[src/rtl/mem_req_ctrl.sv]
// mem_req_ctrl: turns one MEM-stage load/store into one tagged transaction for the RAM1/UART controller.
// Define UART_STATUS_EN to serve UART_STAT_ADDR locally without a controller transaction.
module mem_req_ctrl #(
    parameter int                ADDR_W         = 16,
    parameter int                DATA_W         = 16,
    parameter logic [ADDR_W-1:0] UART_DATA_ADDR = 16'hBF00,
    parameter logic [ADDR_W-1:0] UART_STAT_ADDR = 16'hBF01,
    parameter int                TIMEOUT_CYC    = 4096
) (
    input  logic              clk,
    input  logic              rst,
    input  logic              req_rd,
    input  logic              req_wr,
    input  logic [ADDR_W-1:0] req_addr,
    input  logic [DATA_W-1:0] req_wdata,
    output logic              stall,
    output logic [DATA_W-1:0] rdata,
    output logic              done_pulse,
    output logic              err_timeout,
    output logic              need_to_work,
    output logic              mem_rd,
    output logic              mem_wr,
    output logic [ADDR_W-1:0] mem_addr,
    output logic [DATA_W-1:0] mem_value,
    output logic [31:0]       mem_act,
    input  logic [31:0]       mem_act_ack,
    input  logic              uart_work_done,
    input  logic [DATA_W-1:0] result,
    input  logic [3:0]        q_front,
    input  logic [3:0]        q_tail,
    input  logic              tbre
);
    localparam int CNT_W = (TIMEOUT_CYC > 1) ? $clog2(TIMEOUT_CYC) : 1;

    typedef enum logic [1:0] {IDLE, ISSUE, WAIT, DONE} state_t;

    state_t              state_q, state_d;
    logic [31:0]         act_q, act_d;
    logic                ntw_q, ntw_d, rd_q, rd_d, wr_q, wr_d, err_q, err_d;
    logic [ADDR_W-1:0]   addr_q, addr_d;
    logic [DATA_W-1:0]   value_q, value_d, rdata_q, rdata_d;
    logic [CNT_W-1:0]    cnt_q, cnt_d;
    logic                unused_ok;

    assign unused_ok    = ^{UART_DATA_ADDR, UART_STAT_ADDR, q_front, q_tail, tbre};
    assign stall        = (state_q == IDLE && (req_rd || req_wr)) || state_q == ISSUE || state_q == WAIT;
    assign done_pulse   = state_q == DONE;
    assign err_timeout  = state_q == DONE && err_q;
    assign rdata        = rdata_q;
    assign need_to_work = ntw_q;
    assign mem_rd       = rd_q;
    assign mem_wr       = wr_q;
    assign mem_addr     = addr_q;
    assign mem_value    = value_q;
    assign mem_act      = act_q;

    always_comb begin
        state_d = state_q;
        act_d   = act_q;
        ntw_d   = ntw_q;
        rd_d    = rd_q;
        wr_d    = wr_q;
        addr_d  = addr_q;
        value_d = value_q;
        rdata_d = rdata_q;
        err_d   = err_q;
        cnt_d   = cnt_q;
        case (state_q)
            IDLE: if (req_rd || req_wr) begin
`ifdef UART_STATUS_EN
                if (req_addr == UART_STAT_ADDR) begin
                    state_d = DONE;
                    rdata_d = req_wr ? rdata_q : {{(DATA_W-2){1'b0}}, q_front != q_tail, tbre};
                end else
`endif
                state_d = ISSUE;
            end
            ISSUE: begin
                addr_d  = req_addr;
                value_d = req_wdata;
                wr_d    = req_wr;
                rd_d    = req_rd && !req_wr;
                ntw_d   = 1'b1;
                act_d   = act_q + 32'd1;
                cnt_d   = '0;
                err_d   = 1'b0;
                state_d = WAIT;
            end
            WAIT: if (uart_work_done && mem_act_ack == act_q) begin
                rdata_d = rd_q ? result : rdata_q;
                state_d = DONE;
            end else begin
                cnt_d = cnt_q + 1'b1;
                if (TIMEOUT_CYC != 0 && cnt_q == CNT_W'(TIMEOUT_CYC - 1)) begin
                    rdata_d = '1;
                    err_d   = 1'b1;
                    state_d = DONE;
                end
            end
            DONE: begin
                ntw_d   = 1'b0;
                rd_d    = 1'b0;
                wr_d    = 1'b0;
                err_d   = 1'b0;
                state_d = IDLE;
            end
            default: state_d = IDLE;
        endcase
    end

    always_ff @(posedge clk) begin
        if (rst) begin
            state_q <= IDLE;
            act_q   <= '0;
            ntw_q   <= 1'b0;
            rd_q    <= 1'b0;
            wr_q    <= 1'b0;
            addr_q  <= '0;
            value_q <= '0;
            rdata_q <= '0;
            err_q   <= 1'b0;
            cnt_q   <= '0;
        end else begin
            state_q <= state_d;
            act_q   <= act_d;
            ntw_q   <= ntw_d;
            rd_q    <= rd_d;
            wr_q    <= wr_d;
            addr_q  <= addr_d;
            value_q <= value_d;
            rdata_q <= rdata_d;
            err_q   <= err_d;
            cnt_q   <= cnt_d;
        end
    end
endmodule

[config.mk]
export PLATFORM = sky130hd
export DESIGN_NAME = mem_req_ctrl
export DESIGN_NICKNAME = d
export VERILOG_FILES = /design/src/rtl/mem_req_ctrl.sv
export SDC_FILE = /design/constraint.sdc
export NUM_CORES = 1
export LEC_CHECK = 0
export ABC_AREA = 0
export CAP_MARGIN = 15
export CORE_MARGIN = 2
export CORE_UTILIZATION = 44
export CTS_CLUSTER_DIAMETER = 60
export DETAILED_ROUTE_END_ITERATION = 8
export PLACE_DENSITY_LB_ADDON = 0.25
export SLEW_MARGIN = 20
export SYNTH_ARGS = -nofsm -noshare
export SYNTH_HDL_FRONTEND = slang
export SYNTH_SLANG_ARGS = --single-unit
[constraint.sdc]
create_clock -name clk -period 3.25 [get_ports clk]
set_input_delay 0.975 -clock clk [delete_from_list [all_inputs] [get_ports clk]]
set_output_delay 0.975 -clock clk [all_outputs]
set_load 0.05 [all_outputs]
==> flow_metrics.tcl, run 1 <==
set metrics [dict create \
    num_rows 37 \
    syn_area_per_cell_um2 9.07 \
    synth_ff_type "dfxtp_1" \
    cts_buffer_depth 2 \
    ys_seq_elements 98 \
    antenna_left 0 \
    layout.nets 772 \
    setup_viol 0 \
    grt_pass1_vias 4053 \
    yosysTopAreaCellShare_pct 43.0 \
    vias 4043 \
    final_hold_viol_count 0 \
    cts_hold_buf 0 \
    min_path_type "flip-flop to flip-flop" \
    fmax_ghz 0.333 \
    die_area_mm2 0.0112 \
    crit_path_end_kind "flip-flop" \
    core_mm2 0.0102 \
    postCtsSetupRepairBufs 0 \
    antenna_found_initial 0 \
    grt_max_degree 45 \
    maxSlewViolCount 0 \
    multi_input_area_mm2 0.00236 \
    die_w_um 106 \
    mostFrequentLayoutCells "168 x clkdlybuf4s50_1, 98 x dfxtp_1, 78 x nor2_1" \
    syn_inst 503 \
    gp_congestion 0.807 \
    port_buffers 170 \
    grt_pass1_wl_um 19300 \
    yosysWarnings 0 \
    start_util_pct 44.8 \
    grt_use_total_pct 21.2 \
    synth_nets 603 \
    ys_async_sr_fraction_pct 0 \
    nFillCells 832 \
    grt_overflow 0 \
    reg2reg_from "state_q[1]$_SDFFE_PP0P_" \
    slew_headroom_pct 53.8 \
    p_leak_uw 0.00244 \
    dr.pass1.iters 4 \
    drv_cap 0 \
    post-route-period-util_pct 92.4 \
    routed_wl_um 11500 \
    setup_ws_ns 0.248 \
    drive_gt1_share_pct 7.53 \
    clock_sinks 98 \
    post-route-util_pct 65.5 \
    ys_top_cells_by_area "dfxtp_1 43%, mux2i_1 8.6%, nor2_1 6.4%" \
    cp.arrival_ns 3.24 \
    r2r_setup_slack_ns 0.75 \
    clk_latency_ns 0.36 \
    rsz0062_at_grt "no" \
    fp.dieH_um 106 \
    post-place-ws_ns -0.115 \
    dp_hpwl_um 8490 \
    tightest_slew_ns 0.694 \
    crit_path_start_kind "input port" \
    cts_tree "yes" \
    vias_per_cell 4.97 \
    wire_per_inst_um 14.1 \
    min_from "rdata[5]$_SDFFE_PP0P_" \
    syn_to_final_growth_pct 46.3 \
    io_pins 180 \
    antennaDiodeCount 0 \
    netlist_area_mm2 0.00456 \
    register_area_mm2 0.00196 \
    fin_skew_ns 0.0112 \
    synth_edf_count 0 \
    fin_crit_ns 3.00 \
    status "finished, final reports clean" \
    path_max_fanout 16 \
    cts_resized 0 \
    root_buffer "clkbuf_8" \
    drc_errors 0 \
    crit_start "mem_act_ack[10]" \
    clk_pin_slew_ns 0.09 \
    irDropWorstVdd_uv 503 \
    htree_levels 3 \
    cts_buffers 9 \
    synth_top_area_cell "dfxtp_1" \
    drt_iter0_drc 173 \
    crit_type "input port to flip-flop" \
    seq_area_frac_synth_pct 43.0 \
    final_common_cell "clkdlybuf4s50_1" \
    required_ns 3.48 \
    yosysUniqueCellTypes 48 \
    power_density_mw_per_mm2 563 \
]
power by group:
group	internal [uW]	switching (uW)
combinational	612	903
clock	401	414
sequential	1330	95.3
total	2340	1410
layer usage:
metal,vias up,share of wire (%),global-route usage (%)
met5,-,0,0
met3,15,6.7,5.81
met2,109,48,35.0
li1,2039,-,-
met1,1880,44,26.9
met4,0,1.3,6.58
worst max-delay path: stages:
cell and delay [ns]:
clkdlybuf4s50_1 0.41, xnor2_1 0.22, nand4_1 0.13, or4_4 0.59, nor4_4 0.29, mux2i_2 0.31
buf_12 0.20, a221oi_1 0.10
stage by stage:
step	total power, uW	std cells	hold slack (ns)	TNS (ns)	cell area [um^2]
floorplan	2460	503	0.439	0	4560
global placement	2940	797	0.446	-1.56	6460
detailed placement	2980	797	0.451	-2.26	6460
CTS	3790	813	0.466	0	6670
global route	3960	813	0.484	0	6670
finish	3760	813	0.465	0	6670
kinds of logic after synthesis:
| family | share of synthesized area (%) |
|---|---|
| flops | 43.0 |
| mux | 9.05 |
| simple gates | 20.5 |
| buf+inv | 5.43 |
| compound gates | 8.07 |
| fa+ha+maj | 1.65 |
| xor+xnor | 12.3 |
final cells by class:
class	instances	area share [%]
clock buffers	11	2.27
clock inverters	5	0.900
inverters	40	2.25
multi-input cells	343	35.3
flip-flops and latches	98	29.4
well taps	136	2.55
repair buffers	180	27.3
registers in the layout (all words and copies together) (netlist names):
signal	count
cnt_q	12
err_q	1
mem_act	32
mem_addr	16
mem_rd	1
mem_value	16
mem_wr	1
need_to_work	1
rdata	16
state_q	2
synthesized netlist by cell type, types with 2 or more instances:
cell type,n
dfxtp_1,98
o211ai_1,2
and3_1,5
nor2_1,78
ha_1,6
nor3_1,16
nand4_1,12
or2_2,4
o31a_1,2
xnor2_1,30
o31ai_1,2
nor3b_1,2
buf_1,6
a221oi_2,10
nor4_1,8
xor2_1,32
inv_1,40
a221oi_1,6
o21ai_0,6
or4_1,3
mux2_2,2
nand2_1,31
buf_2,3
mux2i_1,39
and2_1,5
and4_1,3
a21oi_1,3
nor2b_1,2
clkbuf_1,11
nand3_1,18
final timing paths:
| kind | endpoint | cells past startpoint |
|---|---|---|
| worst max register to register | mem_act[29]$_SDFFE_PP0P_ | 8 |
| worst max-delay path | rdata[4]$_SDFFE_PP0P_ | 8 |
| worst min register to register | rdata[5]$_SDFFE_PP0P_ | 2 |
| worst min-delay path | rdata[5]$_SDFFE_PP0P_ | 2 |
No activity file was read; power rests on OpenSTA's default activity.
==> run 2: changes to the inputs <==
- TNS_END_PERCENT: not set -> 30
==> results of run 2 <==
Same layout as run 1: the final DEF is identical, and so are final timing and power.
==> run 3: changes to the inputs <==
- PLACE_DENSITY: not set -> 0.81
- PLACE_DENSITY_LB_ADDON: 0.25 -> not set
==> run 3 against run 2 <==
  * Global-route usage up 0.46 points
  * Sequential share of layout area up 0.10 points
  * Critical path type is now flip-flop to output pin
  * Final area down 0.34%
  * Critical path depth down 5
  * Clock power down 10%
  * Final cell count up 0.12%
  * Die area unchanged
  * Power down 2.2%
  * Non-clock buffer count up 1
  * Fmax down 1.9%
==> flow_metrics.tcl, run 3 (synthesized netlist as in run 1, its figures left out) <==
set metrics [dict create \
    cp_top_family "buffers and inverters" \
    antennaDiodeCount 0 \
    largest_reg_flops 32 \
    layout.nets 773 \
    stdcell_count 814 \
    drv_cap 0 \
    nFillCells 868 \
    final_common_cell "clkdlybuf4s50_1" \
    tightest_slew_ns 0.694 \
    crit_type "flip-flop to output pin" \
    slowest_delay_ns 0.81 \
    vias 4100 \
    required_ns 2.27 \
    cts_tree "yes" \
    htree_levels 3 \
    drt_iter0_drc 225 \
    path_max_fanout 7 \
    antenna_left 0 \
    grt_use_total_pct 21.7 \
    wire_per_inst_um 14.6 \
    dp_hpwl_um 8860 \
    root_buffer "clkbuf_8" \
    syn_to_final_growth_pct 45.8 \
    rsz0062_at_grt "no" \
    clock_sinks 98 \
    cts_buffer_depth 2 \
    die_area_mm2 0.0112 \
    antenna_found_initial 0 \
    place_inst 798 \
    start_util_pct 44.8 \
    cts_resized 0 \
    fin_skew_ns 0.0124 \
    post-route-period-util_pct 94.1 \
    grt_pass1_vias 4182 \
    min_path_type "flip-flop to flip-flop" \
    num_rows 37 \
    vias_per_cell 5.04 \
    cts_hold_buf 0 \
    crit_path_start_kind "flip-flop" \
    cp.buffers_inverters 1 \
    setup_viol 0 \
    drc_errors 0 \
    drive_gt1_share_pct 7.52 \
    p_leak_uw 0.00243 \
    grt_pass1_wl_um 19800 \
    gp_congestion 0.785 \
    maxSlewViolCount 0 \
    slowest_stage "clkdlybuf4s50_1" \
    postCtsSetupRepairBufs 0 \
    routed_wl_um 11900 \
    port_buffers 170 \
    status "finished, final reports clean" \
    multi_input_area_mm2 0.00236 \
    die_w_um 106 \
    cts_buffers 9 \
    grt_overflow 0 \
    mostFrequentLayoutCells "168 x clkdlybuf4s50_1, 98 x dfxtp_1, 78 x nor2_1" \
    fin_worst_hold_slack_ns 0.466 \
    core_mm2 0.0102 \
    setup_tns_ns 0 \
    slew_headroom_pct 53.3 \
    fin_crit_ns 3.06 \
    power_density_mw_per_mm2 553 \
    total_power_uw 3680 \
    dr.pass1.iters 4 \
    fmax_ghz 0.327 \
    cp.arrival_ns 2.08 \
    grt_max_degree 45 \
    final_hold_viol_count 0 \
    crit_path_end_kind "output pin" \
    clk_pin_slew_ns 0.09 \
    fp.dieH_um 106 \
    register_area_mm2 0.00196 \
    irDropWorstVdd_uv 522 \
    crit_chain "ha_1 > and2_1 > clkdlybuf4s50_1" \
    clk_latency_ns 0.37 \
    io_pins 180 \
]
-- run 3: changes by cell type in the layout (fill, tap and decap cells not counted), sizes merged --
cell,delta
buf,+1
bufinv,-1
clkbuf,+1
clkinv,+1
inv,-1
-- run 3: metal layers --
layer | GRT usage [%] | vias to the layer above | routed length (um)
met5 | 0 | - | 0
met4 | 8.36 | 0 | 225
met3 | 5.13 | 20 | 711
met2 | 37.8 | 127 | 5990
met1 | 25.7 | 1913 | 4940
li1 | - | 2040 | -
-- run 3: path summary, 6_finish.rpt --
| kind | start | end | slack (ns) | cells past startpoint |
|---|---|---|---|---|
| setup / recovery | state_q[1]$_SDFFE_PP0P_ | err_timeout | 0.19 | 3 |
| hold / removal | rdata[5]$_SDFFE_PP0P_ | rdata[5]$_SDFFE_PP0P_ | 0.47 | 2 |
| setup reg to reg | mem_act[20]$_SDFFE_PP0P_ | rdata[0]$_SDFFE_PP0P_ | 0.83 | 7 |
| hold reg to reg | rdata[5]$_SDFFE_PP0P_ | rdata[5]$_SDFFE_PP0P_ | 0.47 | 2 |
-- run 3: power breakdown --
group	internal [uW]	total [uW]	switching [uW]
sequential	1330	1430	93.4
combinational	610	1520	907
clock	320	733	413
-- run 3: layout make-up --
type	instances	share of cell area [%]
tap	136	2.56
inverter	40	2.26
timing repair buffer	181	27.5
sequential	98	29.5
multi-input combinational	343	35.5
clock buffer	12	2.33
clock inverter	4	0.395
-- run 3: worst register-to-register path: stages (launching register included) --
cell	delay, ns
dfxtp_1	0.49
xnor2_1	0.18
nand4_1	0.12
or4_4	0.59
nor4_4	0.29
mux2i_2	0.29
buf_12	0.19
a221oi_1	0.11
-- run 3: per-stage QoR --
stage	util (%)	setup slack (ns)	area, um^2
finish	65.3	0.191	6650
detailed placement	63.5	-0.138	6470
global route	65.3	0.119	6650
floorplan	-	0.348	4560
CTS	65.3	0.179	6650
global placement	63.5	-0.101	6470
